File: src/rtl/mem_bus_arbiter.sv
// Fixed-priority arbiter sharing one synchronous memory bus between instruction fetch and data memory.
// Grants are registered, held until ack or watchdog expiry, and completions are returned as one-cycle ready pulses.
module mem_bus_arbiter #(
  parameter int unsigned TIMEOUT_CYCLES = 16
) (
  input  logic        clk,
  input  logic        rst,
  input  logic        if_ce_i,
  input  logic [31:0] if_addr_i,
  output logic [31:0] if_data_o,
  output logic        if_ready_o,
  input  logic        dm_ce_i,
  input  logic        dm_we_i,
  input  logic [3:0]  dm_sel_i,
  input  logic [31:0] dm_addr_i,
  input  logic [31:0] dm_data_i,
  output logic [31:0] dm_data_o,
  output logic        dm_ready_o,
  output logic        stallreq_if_o,
  output logic        stallreq_mem_o,
  output logic        bus_req_o,
  output logic        bus_we_o,
  output logic [3:0]  bus_sel_o,
  output logic [31:0] bus_addr_o,
  output logic [31:0] bus_data_o,
  input  logic [31:0] bus_data_i,
  input  logic        bus_ack_i,
  output logic        err_o
);

  typedef enum logic [1:0] {
    IDLE,
    IF_BUS,
    DM_BUS,
    RESP
  } state_t;

  localparam bit         WD_EN   = (TIMEOUT_CYCLES != 0);
  localparam logic [7:0] WD_LAST = 8'(TIMEOUT_CYCLES - 1);

  state_t      state;
  logic [7:0]  wd_cnt;
  logic        timed_out;
  logic        done;
  logic [31:0] rsp_data;

  // A watchdog expiry behaves like an ack carrying zero; a real ack in the same cycle wins.
  always_comb begin
    timed_out = WD_EN && (wd_cnt == WD_LAST) && !bus_ack_i;
    done      = bus_ack_i || timed_out;
    rsp_data  = bus_ack_i ? bus_data_i : 32'h0;
  end

  always_ff @(posedge clk or negedge rst) begin
    if (!rst) begin
      state      <= IDLE;
      wd_cnt     <= 8'h0;
      bus_req_o  <= 1'b0;
      bus_we_o   <= 1'b0;
      bus_sel_o  <= 4'h0;
      bus_addr_o <= 32'h0;
      bus_data_o <= 32'h0;
      if_data_o  <= 32'h0;
      dm_data_o  <= 32'h0;
      if_ready_o <= 1'b0;
      dm_ready_o <= 1'b0;
      err_o      <= 1'b0;
    end else begin
      if_ready_o <= 1'b0;
      dm_ready_o <= 1'b0;
      case (state)
        IDLE: begin
          if (dm_ce_i) begin
            bus_req_o  <= 1'b1;
            bus_we_o   <= dm_we_i;
            bus_sel_o  <= dm_sel_i;
            bus_addr_o <= dm_addr_i;
            bus_data_o <= dm_data_i;
            state      <= DM_BUS;
          end else if (if_ce_i) begin
            bus_req_o  <= 1'b1;
            bus_we_o   <= 1'b0;
            bus_sel_o  <= 4'b1111;
            bus_addr_o <= if_addr_i;
            bus_data_o <= 32'h0;
            state      <= IF_BUS;
          end
        end
        IF_BUS, DM_BUS: begin
          if (done) begin
            bus_req_o <= 1'b0;
            wd_cnt    <= 8'h0;
            state     <= RESP;
            if (timed_out) err_o <= 1'b1;
            if (state == IF_BUS) begin
              if_data_o  <= rsp_data;
              if_ready_o <= 1'b1;
            end else begin
              if (!bus_we_o) dm_data_o <= rsp_data;
              dm_ready_o <= 1'b1;
            end
          end else begin
            wd_cnt <= wd_cnt + 8'd1;
          end
        end
        // One dead cycle so requesters can drop or advance ce before it is sampled again.
        RESP: state <= IDLE;
        default: state <= IDLE;
      endcase
    end
  end

  assign stallreq_if_o  = if_ce_i & ~if_ready_o;
  assign stallreq_mem_o = dm_ce_i & ~dm_ready_o;

endmodule

File: config.mk
export PLATFORM = sky130hd
export DESIGN_NAME = mem_bus_arbiter
export DESIGN_NICKNAME = d
export VERILOG_FILES = /design/src/rtl/mem_bus_arbiter.sv
export SDC_FILE = /design/constraint.sdc
export NUM_CORES = 1
export LEC_CHECK = 0
export BUFFER_PORTS_ARGS = -buffer_cell sky130_fd_sc_hd__clkbuf_2
export CAP_MARGIN = 25
export CORE_MARGIN = 5
export CORE_UTILIZATION = 30
export CTS_CLUSTER_SIZE = 10
export DETAILED_ROUTE_END_ITERATION = 12
export SETUP_SLACK_MARGIN = 0.5
export SLEW_MARGIN = 5
export SYNTH_ARGS = -nofsm -noshare
export SYNTH_HDL_FRONTEND = slang
export SYNTH_SLANG_ARGS = --single-unit
File: constraint.sdc
create_clock -name clk -period 2.3 [get_ports clk]
set_input_delay 0.46 -clock clk [delete_from_list [all_inputs] [get_ports clk]]
set_output_delay 0.46 -clock clk [all_outputs]
set_load 0.05 [all_outputs]
==> flow_summary_export.csv <==
group,metric,value,unit
drt,route.vias.total,4554,
sta,rsz0062_at_grt,"false",
place,hpwl,12600,um
final_layout,drive_above_1_share,45.4,%
grt,gr-total-overflow,0,
sta,clock.fmax,570,MHz
drt,drt_iter0_drc,195,
logic_synthesis,ys_types,33,
grt,grt_pass1_wl,26200,um
clock_network,numCtsBuffers,17,
setup_path,crit_slowest_cell,"clkbuf_2",
floorplan,rows,50,
sta,finalWorstPathRequiredPeriod,1.75,ns
drt,wl_met3,759,um
logic_synthesis,syn-num-nets,586,
setup_path,slowest_delay,0.34,ns
drt,drc_errors,0,
sta,fin_skew,0.0121,ns
floorplan,die_w,149,um
job,max_cap_viol_count,0,
sta,slew_viol_final,0,
min_path,hold_path.class,"in2reg",
logic_synthesis,ys_warn_count,0,
setup_path,worstSetupPathType,"in2out",
setup_path,worstPathMaxFanout,13,
floorplan,die_area,22100,um^2
run_status,outcome,"finished clean",
drt,vias_per_cell,4.58,
clock_network,clk_pin_slew,0.07,ns
logic_synthesis,yosysMostFrequentCell,"dfrtp_1",
clock_network,clk_latency,0.41,ns
logic_synthesis,synth_top_area_cell,"dfrtp_1",
setup_path,startpoint_type,"input port",
logic_synthesis,synth.avg_cell_area,13.0,um^2
final_layout,area_growth,42.8,%
drt,dr.max_layer_used,"met4",
logic_synthesis,synth_edf_count,0,
drt,dr.pass1.iters,4,
sta,final-setup-viol-count,0,
clock_network,cts.htree.levels,4,
place,gp_congestion,0.758,
clock_network,cts_tree,"done",
setup_path,required,1.84,ns
logic_synthesis,yosys-top-cells-count,"dfrtp_1, a22o_1, o21ai_0",
setup_path,crit_top_cell,"clkbuf_2",
floorplan,core,18800,um^2
drt,wl_per_cell,17.0,um
sta,hold_viol,0,
place,dpl.cell_count,961,
final_layout,finalNetCount,863,
setup_path,crit_chain,"clkbuf_2, nor2b_4, clkbuf_2",
place,port_buffers,276,
sta,fin_crit_sh,76.2,%
sta,worst_slew_pin_slew,0.501,ns
floorplan,initial_utilization,30.6,%
setup_path,path_buf_inv,2,
logic_synthesis,netlist_instances,445,
clock_network,cts_sinks,147,
logic_synthesis,synth-seq-area-share,63.8,%
grt,grt_max_degree,47,
power,peakVddDrop,0.990,mV
sta,maxSlewHeadroom,66.5,%
logic_synthesis,netlist_area,5770,um^2
clock_network,clock_tree.buffer_depth,2,
grt,grt_pass1_vias,4643,
drt,postRouteAntennaNets,0,
setup_path,cp_top_family,"buffers and inverters",
drt,wl_met1,7220,um
setup_path,cp.arrival,1.29,ns
final_layout,n_antenna_cell,0,
drt,wl_met2,8650,um
logic_synthesis,async_reset_ff_share,100,%
setup_path,cp-end-kind,"primary output",
floorplan,die_h,149,um
final_layout,final_cells,995,
drt,finalWirelength,16900,um
grt,antenna_found_initial,0,
logic_synthesis,synth_top_flop_cell,"dfrtp_1",
logic_synthesis,ys_top_cells_by_area,"dfrtp_1, a22o_1, mux2i_1",
logic_synthesis,synth_top_area_share,63.8,%
power,p_per_area,1860,nW/um^2
floorplan,pin_count,277,
clock_network,clockRootBuffer,"clkbuf_16",
power,leakage,4.37,nW
grt,grt_use_total,15.2,%
sta,setup_tns,0,ns
logic_synthesis,synth-seq-cells,147,
[path summary, 6_finish.rpt]
path	cells past startpoint	slack (ns)	endpoint	startpoint
setup / recovery	3	0.55	stallreq_mem_o	dm_ce_i
hold / removal	2	0.27	bus_data_o[20]	dm_data_i[20]
setup reg to reg	6	0.60	if_data_o[25]	wd_cnt[0]
hold reg to reg	2	0.48	bus_addr_o[1]	bus_addr_o[1]
max in group asynchronous	3	1.12	bus_addr_o[4]	rst
min in group asynchronous	2	0.55	bus_addr_o[17]	rst
[per-stage QoR]
stage | power (mW) | utilization, % | area, um^2 | setup WS (ns) | hold slack, ns
after floorplan | 10.2 | - | 5770 | 0.522 | 0.164
after global placement | 12.2 | 40.0 | 7530 | 0.534 | 0.425
after detailed placement | 12.3 | 40.0 | 7530 | 0.507 | 0.422
after CTS | 15.5 | 43.6 | 8210 | 0.530 | 0.235
after global routing | 16.1 | 43.7 | 8240 | 0.509 | 0.242
final | 15.3 | 43.7 | 8240 | 0.547 | 0.267
[cells in the final DEF (no fill, tap or decap), types with 7 or more instances in the layout]
cell type | Yosys | routed
buf_12 | 0 | 7
clkbuf_2 | 0 | 275
o21ai_0 | 38 | 38
dfrtp_1 | 147 | 147
buf_4 | 0 | 7
nor2_1 | 8 | 8
nand2_1 | 35 | 35
clkbuf_16 | 0 | 17
inv_1 | 7 | 7
mux2i_1 | 34 | 34
a22o_1 | 97 | 97
[repair_timing]
item,4_1_cts,5_1_grt
gates resized for setup,2,3
endpoints found under the setup margin,12,28
hold endpoints to repair,38,0
buffers inserted,0,1
pin swaps,0,1
hold buffers,1,0
[flip-flops by register name (all words and copies together), names as in the netlist, 2 cells and up]
name / cells
bus_addr_o: 32
dm_data_o: 32
if_data_o: 32
bus_sel_o: 4
state: 2
wd_cnt: 8
bus_data_o: 32
[layout make-up]
cell class,instances,area [um^2]
inverters,7,26.3
flip-flops and latches,147,3680
fillers,1812,10600
clock inverters,14,225
well taps,260,325
multi-input cells,256,1930
repair buffers,293,1610
clock buffers,18,439
[routing by layer]
layer	global-route usage, %	up-vias
li1	-	2194
met1	19.6	2230
met2	25.0	114
met3	4.08	16
met4	4.53	0
met5	0	-
[cell families after synthesis]
group	count (synthesis)	share of synthesized area, %
mux	34	5.90
xor+xnor	2	0.304
simple gates	64	5.56
fa+ha+maj	3	0.651
buf+inv	42	3.32
compound gates	153	20.5
flops	147	63.8
[where the power goes]
group | internal (mW) | total [mW] | leakage (nW) | switching [mW]
clock network | 1.97 | 3.09 | 0.307 | 1.12
logic | 2.08 | 7.82 | 2.22 | 5.74
registers | 3.74 | 4.42 | 1.85 | 0.671
total | 7.80 | 15.3 | 4.37 | 7.53
Power figures use the tool's default switching activity.
